## src/rtl/register_bank_2r1w.sv

```systemverilog
// register_bank_2r1w: 32 x 32-bit general-purpose register bank with two
// registered read ports and one write port, feeding the ALU operand path.
//
// Optional build macro: REGFILE_R0_ZERO_EN
//   defined   -> register 0 reads as zero and writes to it are dropped
//   undefined -> register 0 is an ordinary read/write register
//
// Read handshake: READ is a one-cycle request with no back-pressure. The
// edge that samples READ=1 captures both read ports. On the following
// cycle, DATA_R1/DATA_R2 hold the captured words and RD_VALID is 1.
// RD_VALID follows READ with one cycle of delay, so back-to-back reads keep
// it high. DATA_R1/DATA_R2 keep their last captured value until the next
// READ.
//
// Reads are read-before-write: a READ and WRITE to the same address on the
// same edge return the old contents.

module register_bank_2r1w #(
    parameter int DATA_WIDTH = 32,
    parameter int ADDR_WIDTH = 5,
    parameter int REG_COUNT  = 32   // must equal 2**ADDR_WIDTH
) (
    input  logic                  CLK,
    input  logic                  RST,
    input  logic                  READ,
    input  logic                  WRITE,
    input  logic [ADDR_WIDTH-1:0] ADDR_R1,
    input  logic [ADDR_WIDTH-1:0] ADDR_R2,
    input  logic [ADDR_WIDTH-1:0] ADDR_W,
    input  logic [DATA_WIDTH-1:0] DATA_W,
    output logic [DATA_WIDTH-1:0] DATA_R1,
    output logic [DATA_WIDTH-1:0] DATA_R2,
    output logic                  RD_VALID
);

    logic [DATA_WIDTH-1:0] regs [REG_COUNT];
    logic                  wr_en;
    logic [DATA_WIDTH-1:0] rd1_word;
    logic [DATA_WIDTH-1:0] rd2_word;

    // Write qualification: with a hardwired zero register, writes to 0 are dropped.
    always_comb begin
        wr_en = WRITE;
`ifdef REGFILE_R0_ZERO_EN
        if (ADDR_W == '0) begin
            wr_en = 1'b0;
        end
`endif
    end

    // Storage array: async clear, otherwise load one decoded word per write.
    always_ff @(posedge CLK or posedge RST) begin
        if (RST) begin
            for (int i = 0; i < REG_COUNT; i++) begin
                regs[i] <= '0;
            end
        end else if (wr_en) begin
            regs[ADDR_W] <= DATA_W;
        end
    end

    // Read muxes: select the current (pre-write) contents for each port.
    always_comb begin
        rd1_word = regs[ADDR_R1];
        rd2_word = regs[ADDR_R2];
`ifdef REGFILE_R0_ZERO_EN
        if (ADDR_R1 == '0) begin
            rd1_word = '0;
        end
        if (ADDR_R2 == '0) begin
            rd2_word = '0;
        end
`endif
    end

    // Output registers: capture both ports on READ, hold otherwise.
    always_ff @(posedge CLK or posedge RST) begin
        if (RST) begin
            DATA_R1 <= '0;
            DATA_R2 <= '0;
        end else if (READ) begin
            DATA_R1 <= rd1_word;
            DATA_R2 <= rd2_word;
        end
    end

    // Read-valid flag: one-cycle delayed copy of READ.
    always_ff @(posedge CLK or posedge RST) begin
        if (RST) begin
            RD_VALID <= 1'b0;
        end else begin
            RD_VALID <= READ;
        end
    end

endmodule
```

## config.mk

```make
export PLATFORM = sky130hd
export DESIGN_NAME = register_bank_2r1w
export DESIGN_NICKNAME = d
export VERILOG_FILES = /design/src/rtl/register_bank_2r1w.sv
export SDC_FILE = /design/constraint.sdc
export NUM_CORES = 2
export LEC_CHECK = 0
export BUFFER_PORTS_ARGS = -buffer_cell sky130_fd_sc_hd__buf_2
export CAP_MARGIN = 10
export CORE_ASPECT_RATIO = 0.8
export CORE_UTILIZATION = 48
export CTS_CLUSTER_SIZE = 16
export DETAILED_ROUTE_END_ITERATION = 10
export SYNTH_ARGS = -nofsm -noshare
export SYNTH_HDL_FRONTEND = slang
export SYNTH_SLANG_ARGS = --single-unit
```

## constraint.sdc

```tcl
create_clock -name CLK -period 46.7 [get_ports CLK]
set_input_delay 2.335 -clock CLK [delete_from_list [all_inputs] [get_ports CLK]]
set_output_delay 2.335 -clock CLK [all_outputs]
set_load 0.05 [all_outputs]
```

==> impl_metrics.py <==
metrics = {
    "status": {
        "run_status": "finished, final reports clean",
    },
    "yosys": {
        "yosysMostFrequentCell": "dfrtp_1",
        "synth_edf_count": 0,
        "synth_cells": 4550,
        "yosys_warnings": 0,
        "yosys.area.top_type_share": 0.469,
        "seq_area_frac_synth": 0.469,
        "synth_nets": 4601,
        "synth_seq_cells": 1089,
        "synth_area_leader_cell": "dfrtp_1",
        "async_reset_ff_frac": 1.00,
        "avgSynthCellArea_um2": 12.8,
        "syn-cell-area_um2": 58100,
        "synthTopCellsByCount": "1089 x dfrtp_1, 1079 x mux2_2, 1024 x mux2i_1",
        "yosysUniqueCellTypes": 28,
        "synth_flop_cell": "dfrtp_1",
        "netlist_top_cells_area": "dfrtp_1 47%, mux2_2 21%, mux2i_1 18%",
    },
    "setup_path": {
        "critPathSlowestCell": "buf_4",
        "start_kind": "input pin",
        "crit_path_end_kind": "register",
        "path_cells": "buf_8, buf_4, buf_4, buf_4, mux2i_1, a22oi_1, a21oi_1, nor4_1, mux2_2",
        "crit_top_cell": "buf_4",
        "worstPathRequired_ps": 47320,
        "max_stage_delay_ps": 1010,
        "critical_path_class": "in2reg",
        "arrival_ps": 7080,
        "critical_path_peak_fanout": 89,
    },
    "drt": {
        "drt_pass1_iterations": 6,
        "drtAntennaViolNets": 0,
        "drcViolationCount": 0,
        "route.vias.total": 39500,
        "vias_per_cell": 6.46,
        "wirelength_um": 188000,
        "wl_per_cell_um": 30.8,
        "drt_iter0_drc": 3752,
    },
    "floorplan": {
        "rows": 113,
        "fp.dieH_um": 313,
        "ios": 116,
        "die_w_um": 391,
        "core_um2": 119000,
        "initial_core_util": 0.487,
        "die_area_um2": 122000,
    },
    "global_route": {
        "grt_pass1_wl_um": 275000,
        "grtUsageTotal": 0.304,
        "grt_pass1_vias": 39400,
        "grt_max_degree": 167,
        "overflow": 0,
        "grt_antenna_before_repair": 5,
    },
    "final_layout": {
        "fin_cells": 6106,
        "areaGrowthSynthToFinish_pct": 8.56,
        "antennaDiodeCount": 0,
        "fin_util": 0.528,
        "drive_gt1_frac": 0.334,
        "nNetsFinal": 4449,
    },
    "placed_design": {
        "portBuffers": 115,
        "gp_congestion": 0.776,
        "place_inst": 5892,
        "dp_slack_ps": 39510,
        "hpwlAfterDp_um": 89000,
    },
    "sta": {
        "fin_ws_ps": 40230,
        "worst_pin_slew_ps": 1250,
        "final_hold_viol_count": 0,
        "fmax_ghz": 0.155,
        "skew_ps": 23.3,
        "period_share": 0.138,
        "drv_slew": 0,
        "setup_violations": 0,
        "grt_setup_unrepaired": "no",
        "max-slew-margin-rel": 0.159,
        "fin_tns_setup_ps": 0,
        "fin_crit_ps": 6470,
    },
    "clock_network": {
        "clock_latency_ps": 750,
        "numCtsBuffers": 114,
        "cts_sinks": 1089,
        "hold_buffers": 0,
        "postCtsSetupRepairBufs": 0,
        "cts_resized": 0,
        "cts_max_level": 3,
        "ctsRootBufferMaster": "clkbuf_16",
        "cts_tree": "built",
        "cts_buffer_depth": 3,
        "clkTransAtPathRegs_ps": 60,
    },
    "pwr": {
        "total_power_uw": 2760,
        "ir_drop_mv": 0.0317,
        "p_per_area_nw_per_um2": 43.9,
        "p_leak_uw": 0.0294,
    },
    "flow_run": {
        "maxCapViolCount": 0,
    },
    "worst_hold_path": {
        "hold_path_class": "reg2reg",
    },
}
flip-flops by register name, summed over array words and instances, names as in the netlist:
signal and cells:
RD_VALID 1, DATA_R2 32, regs 1024, DATA_R1 32
layout by cell type, fill, tap and decap left out:
| master | Yosys | routed |
|---|---|---|
| clkbuf_8 | 0 | 29 |
| nor3_1 | 1 | 1 |
| buf_2 | 94 | 112 |
| nand2_1 | 19 | 1 |
| buf_8 | 0 | 2 |
| nand2_4 | 0 | 17 |
| dfrtp_1 | 1089 | 1089 |
| or3b_2 | 1 | 1 |
| a21oi_1 | 256 | 256 |
| mux2_1 | 9 | 9 |
| clkinv_8 | 0 | 1 |
| nor2b_4 | 0 | 4 |
| nor2_4 | 4 | 18 |
| and3b_1 | 1 | 1 |
| a22oi_1 | 512 | 512 |
| nor2_1 | 15 | 1 |
| nand3b_1 | 4 | 4 |
| clkinvlp_4 | 0 | 1 |
| and3_1 | 1 | 1 |
| nand2_2 | 0 | 1 |
| clkbuf_16 | 0 | 116 |
| inv_8 | 0 | 1 |
| or2_4 | 0 | 2 |
| mux2_2 | 1079 | 1079 |
| nand2b_4 | 0 | 4 |
| and2_4 | 0 | 2 |
| nand3_1 | 2 | 2 |
| clkinv_4 | 0 | 1 |
| clkinv_2 | 0 | 26 |
| buf_4 | 97 | 62 |
| nor3b_1 | 4 | 4 |
| inv_6 | 0 | 3 |
| nor4_1 | 64 | 64 |
| clkbuf_1 | 191 | 27 |
| bufinv_16 | 0 | 9 |
| buf_12 | 0 | 7 |
| inv_16 | 0 | 1 |
| mux2i_1 | 1024 | 1024 |
| or2_2 | 3 | 1 |
per-layer routing:
metal | share of wire | vias up | global-route usage
li1 | - | 16800 | -
met1 | 0.47 | 21000 | 0.451
met2 | 0.43 | 1362 | 0.450
met3 | 0.073 | 302 | 0.0635
met4 | 0.027 | 6 | 0.0832
met5 | 0.00019 | - | 0
path summary, 6_finish.rpt:
check,depth (start not counted),start,end,slack (ps)
hold / removal,1,DATA_R1[17]$_DFFE_PP0P_,DATA_R1[17]$_DFFE_PP0P_,500
setup reg to reg,5,regs[892]$_DFFE_PP0P_,DATA_R1[28]$_DFFE_PP0P_,44470
hold reg to reg,1,DATA_R1[17]$_DFFE_PP0P_,DATA_R1[17]$_DFFE_PP0P_,500
max in group asynchronous,4,RST,regs[13]$_DFFE_PP0P_,42670
setup / recovery,9,ADDR_R1[0],DATA_R1[0]$_DFFE_PP0P_,40230
min in group asynchronous,2,RST,regs[289]$_DFFE_PP0P_,1700
where the power goes:
part           switching (µW)  internal (µW)
combinational             274            272
sequential                138           1130
clock                     402            552
stage by stage:
step | hold WS, ps | instance area (µm²)
after floorplan | 479 | 58100
after global placement | 485 | 59200
after detailed placement | 491 | 59200
after CTS | 505 | 63000
after global routing | 517 | 63000
final | 500 | 63000
final cells by class:
| class | count | area (µm²) |
|---|---|---|
| multi-input combinational | 3009 | 28700 |
| tap | 1610 | 2010 |
| clock buffer | 172 | 3400 |
| inverter | 1 | 11.3 |
| timing repair buffer | 183 | 1200 |
| fill | 10300 | 56300 |
| clock inverter | 42 | 479 |
| sequential | 1089 | 27300 |
critical path: cells and delay by family:
kind / cells / cell delay [ps]
buf+inv: 4 / 3560
compound gates: 2 / 410
simple gates: 1 / 90
mux: 2 / 560
cell families (layout without fill, tap and decap cells):
| group | after synthesis | after routing | share of synthesized area |
|---|---|---|---|
| buf+inv | 452 | 398 | 0.0420 |
| simple gates | 129 | 129 | 0.0130 |
| flops | 1089 | 1089 | 0.469 |
| mux | 2112 | 2112 | 0.388 |
| compound gates | 768 | 768 | 0.0883 |
Note: power is estimated with default switching activity, not from simulation.
